### config.mk
export PLATFORM = sky130hd
export DESIGN_NAME = sine_root
export DESIGN_NICKNAME = d
export VERILOG_FILES = /design/src/rtl/sine_root_pkg.sv /design/src/rtl/sine_root_pow_iter.sv /design/src/rtl/sine_root.sv
export SDC_FILE = /design/constraint.sdc
export NUM_CORES = 1
export LEC_CHECK = 0
export ABC_AREA = 1
export CAP_MARGIN = 20
export CORE_MARGIN = 2
export CORE_UTILIZATION = 67
export CTS_CLUSTER_DIAMETER = 60
export DETAILED_ROUTE_END_ITERATION = 8
export PLACE_DENSITY = 0.88
export SLEW_MARGIN = 20
export SYNTH_ARGS = -nofsm -noshare
export SYNTH_HDL_FRONTEND = slang
export SYNTH_SLANG_ARGS = --single-unit
export TNS_END_PERCENT = 20
### constraint.sdc
create_clock -name clk -period 9.8 [get_ports clk]
set_input_delay 1.96 -clock clk [delete_from_list [all_inputs] [get_ports clk]]
set_output_delay 1.96 -clock clk [all_outputs]
set_load 0.01 [all_outputs]
### src/rtl/sine_root_pkg.sv
// Shared definitions for the sine_root integer root extractor.
//   state_t   : FSM state encoding (3 bits, IDLE..DONE)
//   NUM_MIN/NUM_MAX : legal range for the root degree
//   CNT_W     : width of the power-iteration counter (covers NUM-1 up to 6)
//   ceil_div  : integer ceiling division, used to check the root width
package sine_root_pkg;

    typedef enum logic [2:0] {
        ST_IDLE  = 3'd0,
        ST_TRIAL = 3'd1,
        ST_POW   = 3'd2,
        ST_CMP   = 3'd3,
        ST_DONE  = 3'd4
    } state_t;

    localparam int NUM_MIN = 2;
    localparam int NUM_MAX = 7;
    localparam int CNT_W   = 3;

    function automatic int ceil_div(input int a, input int b);
        return (a + b - 1) / b;
    endfunction

endpackage

### src/rtl/sine_root_pow_iter.sv
// Power iterator for sine_root: raises a candidate to the NUM-th power with
// one multiplier reused over NUM-1 cycles.
// Ports:
//   clk, rst : clock (rising edge), asynchronous active-high reset
//   load     : acc <= cand, cnt <= NUM-1
//   step     : acc <= acc*cand, cnt <= cnt-1
//   cand     : candidate root, held stable by the caller while stepping
//   acc      : running power, NUM*BITS_O bits wide
//   last     : this step is the final multiplication (cnt == 1)
module sine_root_pow_iter
    import sine_root_pkg::*;
#(
    parameter int BITS_O = 7,
    parameter int NUM    = 3
) (
    input  logic                    clk,
    input  logic                    rst,
    input  logic                    load,
    input  logic                    step,
    input  logic [BITS_O-1:0]       cand,
    output logic [NUM*BITS_O-1:0]   acc,
    output logic                    last
);

    localparam int AW = NUM * BITS_O;

    logic [CNT_W-1:0] cnt;
    logic [AW-1:0]    cand_ext;

    // cand^k < 2^(k*BITS_O), so keeping AW bits of the product never loses data.
    assign cand_ext = {{(AW-BITS_O){1'b0}}, cand};
    assign last     = (cnt == CNT_W'(1));

    always_ff @(posedge clk or posedge rst) begin
        if (rst) begin
            acc <= '0;
            cnt <= '0;
        end else if (load) begin
            acc <= cand_ext;
            cnt <= CNT_W'(NUM - 1);
        end else if (step) begin
            acc <= acc * cand_ext;
            cnt <= cnt - CNT_W'(1);
        end
    end

endmodule

### src/rtl/sine_root.sv
// sine_root: iterative integer NUM-th root, root = floor(x_pow^(1/NUM)).
// Restoring MSB-first search: each result bit is tried by raising the trial
// candidate to the NUM-th power and comparing against the radicand.
// Handshake: a request is accepted on a rising edge where vld=1 and rdy=1;
// rdy is high only in IDLE, vld is ignored otherwise, and x_pow is sampled
// only on the accepting edge. Completion is a one-cycle root_vld pulse; root
// and exact hold their values until the next completion.
// Ports:
//   clk, rst  : clock (rising edge), asynchronous active-high reset
//   vld       : request
//   x_pow     : radicand, unsigned BITS_I bits
//   rdy       : idle, can accept
//   root      : result, BITS_O bits
//   root_vld  : completion pulse
//   exact     : root^NUM == x_pow
//   state_dbg : current FSM state, for observation
module sine_root
    import sine_root_pkg::*;
#(
    parameter int BITS_I = 21,
    parameter int NUM    = 3,
    parameter int BITS_O = 7
) (
    input  logic              clk,
    input  logic              rst,
    input  logic              vld,
    input  logic [BITS_I-1:0] x_pow,
    output logic              rdy,
    output logic [BITS_O-1:0] root,
    output logic              root_vld,
    output logic              exact,
    output logic [2:0]        state_dbg
);

    localparam int AW = NUM * BITS_O;
    localparam int IW = (BITS_O > 1) ? $clog2(BITS_O) : 1;

    if (NUM < NUM_MIN || NUM > NUM_MAX) begin : g_bad_num
        $error("sine_root: NUM must be in 2..7");
    end
    if (BITS_O < ceil_div(BITS_I, NUM)) begin : g_bad_bits_o
        $error("sine_root: BITS_O must be >= ceil(BITS_I/NUM)");
    end

    state_t            state, state_nxt;
    logic [BITS_I-1:0] rad;
    logic [BITS_O-1:0] res;
    logic [IW-1:0]     idx;
    logic              ex;
    logic [BITS_O-1:0] cand;
    logic [AW-1:0]     acc;
    logic [AW-1:0]     rad_ext;
    logic              pow_load;
    logic              pow_step;
    logic              pow_last;

    // res and idx only change in CMP, so cand is stable through TRIAL/POW/CMP.
    assign cand    = res | (BITS_O'(1) << idx);
    assign rad_ext = AW'(rad);

    sine_root_pow_iter #(
        .BITS_O (BITS_O),
        .NUM    (NUM)
    ) u_pow (
        .clk  (clk),
        .rst  (rst),
        .load (pow_load),
        .step (pow_step),
        .cand (cand),
        .acc  (acc),
        .last (pow_last)
    );

    // State register.
    always_ff @(posedge clk or posedge rst) begin
        if (rst) state <= ST_IDLE;
        else     state <= state_nxt;
    end

    // Next-state logic.
    always_comb begin
        state_nxt = state;
        case (state)
            ST_IDLE:  if (vld) state_nxt = ST_TRIAL;
            ST_TRIAL: state_nxt = ST_POW;
            ST_POW:   if (pow_last) state_nxt = ST_CMP;
            ST_CMP:   state_nxt = (idx == '0) ? ST_DONE : ST_TRIAL;
            ST_DONE:  state_nxt = ST_IDLE;
            default:  state_nxt = ST_IDLE;
        endcase
    end

    // FSM outputs.
    always_comb begin
        rdy       = (state == ST_IDLE);
        pow_load  = (state == ST_TRIAL);
        pow_step  = (state == ST_POW);
        state_dbg = state;
    end

    // Search registers and result outputs.
    always_ff @(posedge clk or posedge rst) begin
        if (rst) begin
            rad      <= '0;
            res      <= '0;
            idx      <= '0;
            ex       <= 1'b0;
            root     <= '0;
            exact    <= 1'b0;
            root_vld <= 1'b0;
        end else begin
            root_vld <= (state == ST_DONE);
            case (state)
                ST_IDLE: begin
                    if (vld) begin
                        rad <= x_pow;
                        res <= '0;
                        idx <= IW'(BITS_O - 1);
                        // A zero radicand never equals any nonzero trial power,
                        // yet 0^NUM == 0, so it is exact from the start.
                        ex  <= (x_pow == '0);
                    end
                end
                ST_CMP: begin
                    if (acc <= rad_ext) res <= cand;
                    if (acc == rad_ext) ex  <= 1'b1;
                    if (idx != '0)      idx <= idx - IW'(1);
                end
                ST_DONE: begin
                    root  <= res;
                    exact <= ex;
                end
                default: ;
            endcase
        end
    end

endmodule

==> metrics, run 1 <==
status=finished clean; # resized after CTS=0; syn_nets=1,069; Root Driver=clkbuf_8; first-pass GRT wire length=32,480 µm; PD cells=between 200 and 300 nW/µm²; setup TNS=0 ns; Largest stage delay, worst path=0.56 ns; Fin. Hold Viols=0; worst path cell trace=inv_1 > ha_1 > nand2_1 > nand2_2 > clkinv_1 > nor2_1 > fa_1 > fa_1 > fa_1 > inv_1 > fa_1 > inv_1 > ha_1 > a21oi_1 > nor2_1 > nor2_1 > nand3_1 > nand2_1 > nand2_1 > a21oi_1 > o21ai_0 > o21ai_0; worst r2r dst=u_pow.acc[13]$_DFFE_PP0P_; Final Worst Setup Slack=about 4.2 ns; final WL=between 15,000 and 20,000 µm; crit path max fanout=18; Placement Setup Slack=approximately 4.4 ns; DRT Pass-1 Iters=6; clk buf depth=2; Via density=approximately 6; die width=106.4 µm; EDFF count, synth=0; IO Pins=37; Area Growth Syn to Fin=9.900%; Peak VDD IR=between 0.2 and 0.25 mV; CP dominant cell by count=fa_1; largest net degree at the start of global routing=69; global-route total usage across every layer=37.12%; row count=37; core area=between 10,000 and 15,000 µm²; GR Overflow Total=0; Final Max Tran Viols=0; # setup viols final=0; sequential share of the synthesized area=approximately a quarter; post-synthesis cell count=slightly above 900; leak pwr=about 4 nW; clk_lat worst skew=roughly 0.36 ns; DPL Wire Length=between 10,000 and 15,000 µm; Tightest Hold Check Type=register to register; CTS clk-pin slew, worst paths=0.09 ns; die height=between 100 and 150 µm; nets=~1,100; Clock Skews=approximately 0.019 ns; CP max stage cell=fa_1; final worst path period share=57.20%; worst r2r path cells=22; max-cap violations=0; H-tree depth=3; crit path DAT=~5.9 ns; Worst Hold Endpoint=res[2]$_DFFE_PP0P_; Top FF cell, synth=dfrtp_1; vias post-DR=about 6,400; GP Congestion=0.9405; CTS tree=done; most numerous cell in the Yosys netlist=inv_1; # Post-CTS Setup Buffers=0; Num Clock Sinks=68; slew margin rel.=about two fifths; WL per Instance=approximately 18 µm; Max Freq=between 0.15 and 0.2 GHz; Post-DP Area=7500 µm²; Synthesis Warnings=0; top cells by area, synth=dfrtp_1 (24%), fa_1 (22%), ha_1 (9.8%); initial antenna violation count=0; crit path kind=register to register; count of input and output buffers=36; Cell variety after synth=36; hold_sp=res[2]$_DFFE_PP0P_; Worst EP required=slightly above 10 ns; Final Critical Period=between 5 and 6 ns; Starting DRT DRC Count=660; Avg Cell Area, Syn=7.696 µm²; asr flop ratio synth=100.0%; cell taking the most area after synthesis=dfrtp_1; RSZ-0062 raised after global routing=false; Residual DRC=0; diode count=0; Routed Antenna Nets=0; area of all placed cells without fillers=approximately 7700 µm²; worst-margin pin slew=~0.9 ns; synthesized flop and latch total=between 60 and 70; Critical Path Start Type=register; Initial Util=between 60 and 70%; DIE AREA=11,320 µm²; Hold Buf Count CTS=0; vias in the first global route=around 6,500; Post-Syn Area=7027 µm²; Num CTS Buffers=9; reg-to-reg critical path startpoint=idx[1]$_DFFE_PP0P_; post-synth top area share=around a quarter; Synth top cells by count=inv_1 (173), nand2_1 (168), nor2_1 (138); fraction of layout instances using a drive strength above 1=about 4.4%; R2R setup slack=about 4.2 ns; Hold Path Depth=2; CP Capture Type=register
[cells in the final DEF, fill, tap and decap left out, types with 2 or more instances in the layout]
cell,synthesis,layout
dfrtp_1,68,68
a22oi_1,2,2
inv_1,173,172
nand2_4,2,2
bufinv_16,0,2
o221ai_1,6,6
fa_1,77,77
clkbuf_8,0,9
nor3_1,3,3
a21oi_1,64,64
o22ai_1,3,3
nand2_2,9,9
nor4_1,5,5
nand3_1,42,42
a31oi_1,2,2
ha_1,55,55
xnor2_1,2,2
o21ai_0,51,51
clkdlybuf4s50_1,0,36
nand4_1,7,7
clkinv_1,2,2
nand2_1,168,168
nor2_1,138,138
buf_4,0,3
inv_2,5,6
clkinv_4,0,2
[critical path, delay by kind of cell, from the launching register on]
family                     cells  cell delay, ns
and+or+nand+nor                8            1.13
DFF                            1            0.42
AOI/OAI and AO/OA              4            0.56
buffers and inverters          4            0.73
adders and majority gates      6            2.67
[where the power goes]
| part | total [mW] | switching [mW] | internal, mW |
|---|---|---|---|
| Combinational | 1.26 | 0.868 | 0.396 |
| Clock | 0.271 | 0.126 | 0.145 |
| Sequential | 0.465 | 0.0823 | 0.382 |
| Total | 2.00 | 1.08 | 0.923 |
[routing by layer]
| layer | track usage, % | wire, µm |
|---|---|---|
| met5 | 0 | 0 |
| met2 | 57.42 | 8578 |
| met4 | 15.31 | 903 |
| met3 | 9.442 | 2145 |
| met1 | 50.33 | 7695 |
[flip-flops by register name, summed over array words and instances, names as in the netlist]
| signal | cells |
|---|---|
| rad | 21 |
| u_pow.acc | 21 |
| root | 7 |
| u_pow.cnt | 3 |
| idx | 3 |
| res | 7 |
| ex | 1 |
| state_dbg | 3 |
| root_vld | 1 |
| exact | 1 |
[worst max-delay path by stage]
stage	start	to	slack (ns)	cells past startpoint
finish	idx[1]$_DFFE_PP0P_	u_pow.acc[13]$_DFFE_PP0P_	4.19	22
detailed placement	idx[0]$_DFFE_PP0P_	u_pow.acc[16]$_DFFE_PP0P_	4.44	20
global placement	idx[0]$_DFFE_PP0P_	u_pow.acc[16]$_DFFE_PP0P_	4.53	20
global route	idx[0]$_DFFE_PP0P_	u_pow.acc[16]$_DFFE_PP0P_	3.86	20
CTS	idx[1]$_DFFE_PP0P_	u_pow.acc[13]$_DFFE_PP0P_	4.33	21
floorplan	idx[0]$_DFFE_PP0P_	u_pow.acc[12]$_DFFE_PP0P_	4.99	26
[cell type report]
cell class,count,area (µm²)
Tap cell,136,170.2
Multi-Input combinational cell,648,4569
Clock buffer,9,123.9
Fill cell,753,2509
Clock inverter,7,98.84
Timing Repair Buffer,39,382.9
Sequential cell,68,1702
Inverter,180,675.6
[cells by family after synthesis]
| kind of cell | Yosys count | share of synthesized area [%] |
|---|---|---|
| DFF | 68 | 24.22 |
| xor gates and xnor gates | 3 | 0.4809 |
| adders and majority gates | 132 | 31.73 |
| muxes | 1 | 0.1602 |
| and+or+nand+nor | 380 | 22.63 |
| AOI/OAI and AO/OA | 132 | 10.02 |
| buffers and inverters | 197 | 10.75 |
[through the flow]
stage / hold WS [ns] / cells / util [%] / total power, mW
detailed placement: 0.4581 / 1071 / 73.30 / 1.666
finish: 0.4804 / 1087 / 75.48 / 2.000
global route: 0.4952 / 1087 / 75.48 / 2.156
floorplan: 0.4419 / 913 / - / 1.315
global placement: 0.4534 / 1071 / 73.30 / 1.627
CTS: 0.4789 / 1087 / 75.48 / 1.964
Note: power is estimated with default switching activity, not from simulation.
==> run 2, diff against run 1 <==
CORE_UTILIZATION = 56   (was 67)
PLACE_DENSITY = 0.78   (was 0.88)
clock period = 5 ns   (was 9.8 ns; I/O delays follow)
==> metrics, run 2 (synthesis gave the netlist of run 1 again) <==
setup TNS=0 ns (unchanged); worst-margin pin slew=0.9325 ns (+0.05015 ns); core area=12,110 µm² (+18%); worst r2r path cells=21 (-4.5%); Via density=5.596 (-5.3%); clk buf depth=2 (unchanged); GP Congestion=0.9659 (+2.7%); DPL Wire Length=15,050 µm (+2.4%); Fin Hold WS=0.4742 ns (-0.006263 ns); Hold Buf Count CTS=0 (unchanged); Largest stage delay, worst path=0.56 ns (about the same); leading cell types in the layout, fill and taps excluded=inv_1 (167), nand2_1 (159), nor2_1 (113); CTS clk-pin slew, worst paths=0.06 ns (-0.03 ns); CP Capture Type=register; fraction of layout instances using a drive strength above 1=14.05% (+9.6 points); slew margin rel.=37.74% (-3.4 points); DRT Pass-1 Iters=5 (-1); Peak VDD IR=0.3030 mV (+37%); commonest non-fill, non-tap cell in the layout=inv_1; final worst path period share=98.37% (+41 points); vias post-DR=6,474 (+0.78%); # setup viols final=0 (unchanged); Routed Antenna Nets=0 (unchanged); crit path max fanout=7 (-11); vias in the first global route=6,416 (-1.7%); status=finished clean; DIE AREA=13,460 µm² (+19%); Worst EP required=5.22 ns (-4.85 ns); final WL=20,000 µm (+3.5%); H-tree depth=3 (unchanged); Hold Path Depth=2 (unchanged); launch point of the worst path=idx[0]$_DFFE_PP0P_; worst r2r dst=u_pow.acc[14]$_DFFE_PP0P_; Final Critical Period=4.918 ns (-0.6873 ns); first-pass GRT wire length=32,050 µm (-1.3%); diode count=0 (unchanged); DR top layer=met4; CTS tree=done; die width=116.0 µm (+9.0%); crit path DAT=5.14 ns (-0.74 ns); GR Overflow Total=0 (unchanged); R2R setup slack=0.08 ns (-4.11 ns); crit path kind=register to register; initial antenna violation count=0 (unchanged); Num CTS Buffers=9 (unchanged); footprint of the multi-input gates=4798 µm² (+5.0%); Residual DRC=0 (unchanged); CP max stage cell=fa_1; largest net degree at the start of global routing=45 (-35%); die height=116.0 µm (+9.0%); Starting DRT DRC Count=699 (+5.9%); RSZ-0062 raised after global routing=true; met2 wire length=9329 µm (+8.8%); leak pwr=4.277 nW (+5.7%); register area=1702 µm² (unchanged); Root Driver=clkbuf_16; met1 WL=8339 µm (+8.4%); Post-DP Area=7812 µm² (+4.2%); Tightest Hold Check Type=register to register; reg-to-reg critical path startpoint=idx[0]$_DFFE_PP0P_; worst path cell trace=inv_2 > ha_2 > nand2_1 > nand2_2 > clkinvlp_4 > buf_4 > nor2_1 > fa_1 > fa_1 > fa_1 > inv_1 > fa_1 > inv_1 > ha_4 > a21oi_2 > inv_1 > o21ai_0 > nand3b_1 > o21ai_0 > a21oi_1 > o21bai_1; CP dominant cell by count=fa_1; Largest regs=rad (21), u_pow.acc (21); Clock Skews=0.009015 ns (-0.009692 ns); nets=1,140 (+3.4%); IO Pins=37 (unchanged); Num Clock Sinks=68 (unchanged); post-layout power=4.638 mW (+130%); clk_lat worst skew=0.35 ns (about the same); WL per Instance=17.28 µm (-2.8%); max-cap violations=0 (unchanged); Area Growth Syn to Fin=19.93%; global-route total usage across every layer=31.32% (-5.8 points); Initial Util=58.02% (-11 points); row count=40 (+8.1%); PD cells=550.3 nW/µm² (+110%); count of input and output buffers=36 (unchanged); area of all placed cells without fillers=8427 µm² (+9.1%); Fin. Hold Viols=0 (unchanged); Setup crit end=u_pow.acc[14]$_DFFE_PP0P_; Max Freq=0.2033 GHz (+14%); Final Max Tran Viols=0 (unchanged); met3 WL post-DR=1784 µm (-17%); Critical Path Start Type=register; fillers=942 (+25%)
==> run 2: changes by cell type in the layout (fill, tap and decap cells not counted), moves of 6 or more <==
cell,previous run,this run
a21oi_1,64,56
a21oi_2,0,8
buf_4,3,37
clkbuf_16,0,9
clkbuf_8,9,0
ha_1,55,45
ha_4,0,6
nand2_1,168,159
nand2_2,9,18
nor2_1,138,113
nor2_2,0,21
o21ai_0,51,44
o21ai_1,0,6
==> run 2: report_power, final <==
| part | internal [mW] | switching, mW |
|---|---|---|
| clock | 0.439 | 0.267 |
| sequential | 0.751 | 0.147 |
| combinational | 1.13 | 1.90 |
==> run 2: worst min path at each step <==
stage	to	start
4_1_cts	res[1]$_DFFE_PP0P_	res[1]$_DFFE_PP0P_
6_report	res[1]$_DFFE_PP0P_	res[1]$_DFFE_PP0P_
3_5_place_dp	res[1]$_DFFE_PP0P_	res[1]$_DFFE_PP0P_
3_3_place_gp	res[4]$_DFFE_PP0P_	res[4]$_DFFE_PP0P_
5_1_grt	res[1]$_DFFE_PP0P_	res[1]$_DFFE_PP0P_
2_1_floorplan	res[0]$_DFFE_PP0P_	res[0]$_DFFE_PP0P_
==> run 2: timing repair <==
action,4_1_cts,5_1_grt
resized for setup,7,67
endpoints found under the hold margin,0,0
pin swaps,0,10
endpoints found under the setup margin,3,13
buffers inserted,2,3
==> run 2: metrics by stage <==
stage / instances / setup slack (ns) / utilization (%)
CTS: 1154 / 0.01401 / 67.51
global placement: 1136 / 0.01904 / 64.50
global route: 1157 / -0.09464 / 69.58
detailed placement: 1136 / -0.02387 / 64.50
floorplan: 913 / 0.1922 / -
finish: 1157 / 0.08159 / 69.58
==> run 2: final cells by class <==
type                            instances  area share, %
Clock buffer                            9          2.673
Timing Repair Buffer                   77          8.419
Clock inverter                          7          1.173
Tap cell                              168          2.494
Inverter                              180          8.107
Sequential cell                        68          20.19
Multi-Input combinational cell        648          56.94
==> run 2: worst max-delay path: cells and delay by family (launching register included) <==
kind            cells  cell delay (ns)
compound gates      5             0.75
buf+inv             6             0.68
fa+ha+maj           6             2.51
simple gates        4             0.43
flops               1             0.42
==> run 2: metal layers <==
| layer | track usage [%] | vias to the layer above |
|---|---|---|
| met3 | 5.910 | 48 |
| met2 | 50.25 | 350 |
| met4 | 10.08 | 0 |
| li1 | - | 2987 |
| met5 | 0 | - |
| met1 | 43.33 | 3089 |
==> RTL change 1 (flow settings as in run 2) <==
`NUM` is set to 3 in 2 places; all go to 6.
--- a/src/rtl/sine_root_pow_iter.sv
+++ b/src/rtl/sine_root_pow_iter.sv
@@ -11,7 +11,7 @@
     import sine_root_pkg::*;
 #(
     parameter int BITS_O = 7,
-    parameter int NUM    = 3
+    parameter int NUM    = 6
 ) (
     input  logic                    clk,
     input  logic                    rst,
--- a/src/rtl/sine_root.sv
+++ b/src/rtl/sine_root.sv
@@ -18,7 +18,7 @@
     import sine_root_pkg::*;
 #(
     parameter int BITS_I = 21,
-    parameter int NUM    = 3,
+    parameter int NUM    = 6,
     parameter int BITS_O = 7
 ) (
     input  logic              clk,
Formal check against the unedited RTL: not equivalent (Yosys sat finds a counterexample within 10 cycles, from zero or initial values and one cycle with rst high).
==> RTL change 1 against run 2 <==
  * Fmax shrank 2.9%
  * Worst setup slack lost 0.15 ns
  * Total power grew 60%
  * Clock skew grew 0.0079 ns
  * Sequential cell count grew 21
  * Wire length grew 110%
  * Final area grew 93%
  * Core utilization grew 2.4 points
  * Final cell count grew 93%
  * The flow now finishes with violations (negative setup slack)
  * Sequential share of layout area shrank 6.5 points
  * Non-clock buffer count grew 100
  * Area after synthesis grew 84%
  * Count of clock-buffer cells in the layout is the same
==> RTL change 1: results (changes against run 2) <==
powerSeq_uw: 1240  # was 898 µW
reg2reg_depth: 28  # was 21
wl_met1_mm: 16.4  # was 8.34 mm
synth_area_per_cell_um2: 7.22  # was 7.70 µm²
hpwl_mm: 31.0  # was 15.1 mm
clkCellAreaFrac_pct: 1.82  # was 3.85%
nNonClkBuffers: 177  # was 77
clock-skew-final_ns: 0.0169  # was 0.00902 ns
clock_latency_ns: 0.38  # was 0.35 ns
tap_cells: 285  # was 168
fillCellCount: 1748  # was 942
synth-seq-cells: 89  # was 68
n_all_inverters: 356  # was 180
grt_usage_pct: 33.2  # was 31.3%
grt_pass1_wl_mm: 63.0  # was 32.1 mm
synth_seq_area_share_pct: 17.2  # was 24.2%
synth_commonest_cells: "nand2_1 (394), inv_1 (346), nor2_1 (328), fa_1 (182), dfrtp_1 (89)"  # was inv_1 (173), nand2_1 (168), nor2_1 (138), fa_1 (77), dfrtp_1 (68)
violations: "negative setup slack"
wl_per_cell_um: 18.9  # was 17.3 µm
seq_power_share_pct: 16.8  # was 19.4%
peakVddDrop_v: 0.000299  # was 0.000303 V
postCtsResizedCells: 62  # was 7
synth_nets: 2077  # was 1069
crit_path_max_fanout: 6  # was 7
setup_ws_ns: -0.0639  # was 0.0816 ns
buf_share_pct: 10.3  # was 8.42%
setup_violations: 6  # was 0
multi_input_area_um2: 10400  # was 4800 µm²
worst_pin_slew_ns: 0.876  # was 0.933 ns
grt_use_met1_pct: 43.5  # was 43.3%
grt_use_met3_pct: 5.67  # was 5.91%
fin_setup_tns_ns: -0.147  # was 0 ns
status: "complete, but fails checks"  # was complete, no violations
placed_area_um2: 14500  # was 7810 µm²
wl_met2_mm: 20.1  # was 9.33 mm
drive_above_1_share_pct: 21.8  # was 14.1%
slowest_delay_ns: 0.54  # was 0.56 ns
seq_area_um2: 2230  # was 1700 µm²
grt_max_degree: 48  # was 45
clkTransAtPathRegs_ns: 0.09  # was 0.06 ns
pwr.group.clock_uw: 730  # was 706 µW
finalNonFillerCells: 2232  # was 1157
wl_met3_mm: 3.87  # was 1.78 mm
multi_input_cells: 1309  # was 648
grt_pass1_vias: 12700  # was 6416
drtIter0Drc: 1044  # was 699
vias_per_cell: 5.69  # was 5.60
post_cts_buffers: 4  # was 2
[RTL change 1: final timing paths]
| check | startpoint | to | slack [ns] |
|---|---|---|---|
| setup / recovery | idx[1] | u_pow.acc[37] | -0.06 |
| hold / removal | root[4] | root[4] | 0.49 |
| setup reg to reg | idx[1] | u_pow.acc[37] | -0.06 |
| hold reg to reg | root[4] | root[4] | 0.49 |
| max in group asynchronous | rst | u_pow.acc[20] | 3.16 |
| min in group asynchronous | rst | root[5] | 1.09 |
[RTL change 1: critical path: cells and delay by family, from the launching register on]
family        cells  cell delay (ns)
fa+ha+maj         6             2.59
buf+inv           7             0.70
flops             1             0.43
simple gates     15             1.23
[RTL change 1: cell families (layout without fill, tap and decap cells)]
family	count (synthesis)	in the layout	share of synthesized area [%]
buffers and inverters	397	549	11.7
xor gates and xnor gates	4	4	0.271
and+or+nand+nor	844	844	26.6
DFF	89	89	17.2
AOI/OAI and AO/OA	202	202	8.61
muxes	1	1	0.0869
adders and majority gates	258	258	35.5
==> RTL change 2 (flow settings as in run 2) <==
Made on the original files. Put a register stage on the output `state_dbg`, without a reset. The value now appears one clock later. The other outputs are not delayed to match.
--- a/src/rtl/sine_root.sv
+++ b/src/rtl/sine_root.sv
@@ -34,6 +34,8 @@
 
     localparam int AW = NUM * BITS_O;
     localparam int IW = (BITS_O > 1) ? $clog2(BITS_O) : 1;
+
+    logic [2:0] state_dbg_d;
 
     if (NUM < NUM_MIN || NUM > NUM_MAX) begin : g_bad_num
         $error("sine_root: NUM must be in 2..7");
@@ -95,7 +97,7 @@
         rdy       = (state == ST_IDLE);
         pow_load  = (state == ST_TRIAL);
         pow_step  = (state == ST_POW);
-        state_dbg = state;
+        state_dbg_d = state;
     end
 
     // Search registers and result outputs.
@@ -135,5 +137,9 @@
         end
     end
 
+    always_ff @(posedge clk) begin
+        state_dbg <= state_dbg_d;
+    end
+
 endmodule
 
Function: changed (Yosys sat finds a counterexample within 4 cycles, from zero or initial values and one cycle with rst high).
==> RTL change 2 against run 2 <==
  * Total power rose by 5.6%
  * Via count rose by 2.5%
  * Final area rose by 3.8%
  * Die area rose by 2.4%
  * Sequential cell count rose by 3
  * Worst hold slack got worse by 0.027 ns
  * Final cell count rose by 3.0%
  * Worst setup slack got worse by 0.051 ns
  * Wire length rose by 5.4%
  * Area after synthesis rose by 2.5%
  * Largest power group unchanged
  * Highest routed layer unchanged
==> RTL change 2: results (changes against run 2) <==
synth_area_per_cell_um2: 7.74  # was 7.70 µm²
drive_above_1_share_pct: 16.8  # was 14.1%
peakVddDrop_v: 0.000309  # was 0.000303 V
cts_buffer_depth: 2  # unchanged
num-nets-final: 1171  # was 1140
wl_per_cell_um: 17.7  # was 17.3 µm
synth_nets: 1087  # was 1069
yosysWarnings: 0  # unchanged
vias_per_cell: 5.57  # was 5.60
finalNonFillerCells: 1192  # was 1157
hpwl_mm: 15.6  # was 15.1 mm
clkTransAtPathRegs_ns: 0.07
grt_max_degree: 46  # was 45
synth-async-reset-ratio_pct: 95.8  # was 100%
clock-skew-final_ns: 0.00667  # was 0.00902 ns
firstDrtPassIters: 7  # was 5
antennaDiodeCount: 0  # unchanged
grt_usage_pct: 30.7  # was 31.3%
synth_commonest_cells: "inv_1 (179), nand2_1 (172), nor2_1 (136), fa_1 (77), dfrtp_1 (68)"  # was inv_1 (173), nand2_1 (168), nor2_1 (138), fa_1 (77), dfrtp_1 (68)
status: "complete, no violations"  # unchanged
synth.area.top_cells: "dfrtp_1 (24%), fa_1 (21%), ha_1 (9.6%), inv_1 (9.3%), nand2_1 (9.0%)"  # was dfrtp_1 (24%), fa_1 (22%), ha_1 (9.8%), inv_1 (9.2%), nand2_1 (9.0%)
grt_pass1_wl_mm: 33.3  # was 32.1 mm
reg.largest.list: "rad (21), u_pow.acc (21)"  # unchanged
pre_cts_slack_ns: -0.0101  # was -0.0239 ns
hold_path_class: "flop to flop"  # unchanged
io_buffers: 36  # unchanged
drtIter0Drc: 620  # was 699
clock_latency_ns: 0.35  # about the same
ctsHtreeMaxLevel: 3  # unchanged
clk_root_buffer_cell: "clkbuf_16"  # unchanged
p_sw_uw: 2530  # was 2310 µW
maxCapViolations: 0  # unchanged
numCtsBuffers: 9  # unchanged
worstPathArrival_ns: 5.19  # was 5.14 ns
reg2reg_depth: 23  # was 21
crit_path_max_fanout: 17  # was 7
fillCellCount: 987  # was 942
antenna_found_initial: 0  # unchanged
holdPathStages: 0  # was 2
synth_ff_type: "dfrtp_1"  # unchanged
synth.distinct_cells: 40  # was 36
p_leak_uw: 0.00446  # was 0.00428 µW
finalWeightedCongestion: 0.996  # was 0.966
relSlewSlack_pct: 49.6  # was 37.7%
synth_seq_area_share_pct: 24.5  # was 24.2%
## RTL change 2: layout make-up
class                           count  area [µm²]  area share (%)
Multi-Input combinational cell    656        4970            56.8
Sequential cell                    71        1760            20.1
Timing Repair Buffer               88         786            8.98
Inverter                          189         727            8.31
Clock buffer                        9         225            2.57
Tap cell                          172         215            2.46
Clock inverter                      7        60.1           0.686
## RTL change 2: routing by layer
metal	global-route usage (%)	vias up	wire (µm)
met3	9.63	80	2230
met5	0	-	0
li1	-	3061	-
met4	12.0	0	920
met2	47.7	378	9610
met1	40.4	3118	8310
## RTL change 2: cell families after synthesis
kind of cell	synth area share [%]
simple gates	23.6
buf+inv	10.8
fa+ha+maj	31.0
compound gates	9.94
flops	24.5
xor+xnor	0.243
## RTL change 2: timing repair
action / 4_1_cts / 5_1_grt
pin swaps: 0 / 24
endpoints found under the setup margin: 3 / 14
resized for setup: 4 / 92
setup buffers: 5 / 8
## RTL change 2: per-stage QoR
step	TNS [ns]	total power (µW)	utilization [%]	instance area, µm²	hold slack, ns
2_1_floorplan	0	2740	-	7200	0.407
3_3_place_gp	0	3660	63.7	8010	0.432
3_5_place_dp	-0.0101	3710	63.7	8010	0.432
4_1_cts	0	4440	66.4	8340	0.447
5_1_grt	-0.544	5260	69.6	8750	0.470
6_report	0	4900	69.6	8750	0.447
## RTL change 2: critical path, stage by stage (launching register included)
cell and delay, ns:
dfrtp_2 0.45, inv_4 0.09, ha_2 0.20, nand2_4 0.06
nand2_4 0.05, clkinv_1 0.09, buf_12 0.17, nor2_1 0.18
fa_1 0.49, fa_1 0.53, fa_1 0.50, inv_1 0.07
fa_1 0.51, inv_1 0.06, ha_2 0.32, nand2_1 0.13
buf_4 0.13, inv_1 0.03, nand2_1 0.06, and2_1 0.12
nand3_1 0.12, o21ai_0 0.22, a21oi_1 0.07, o21bai_1 0.15
## RTL change 2: worst paths after layout
path	from	to	slack, ns
max	idx[0]	u_pow.acc[14]	0.03
min in group asynchronous	rst	root[1]	1.01
min reg2reg	state[1]	state_dbg[1]	0.45
max in group asynchronous	rst	idx[0]	2.92
max reg2reg	idx[0]	u_pow.acc[14]	0.03
min	state[1]	state_dbg[1]	0.45
## RTL change 2: power groups by stage
stage          combinational, µW  clock (µW)  sequential [µW]
2_1_floorplan               1810           0              928
3_3_place_gp                2700           0              966
3_5_place_dp                2740           0              972
4_1_cts                     2840         642              963
5_1_grt                     3590         669             1000
6_report                    3280         641              973
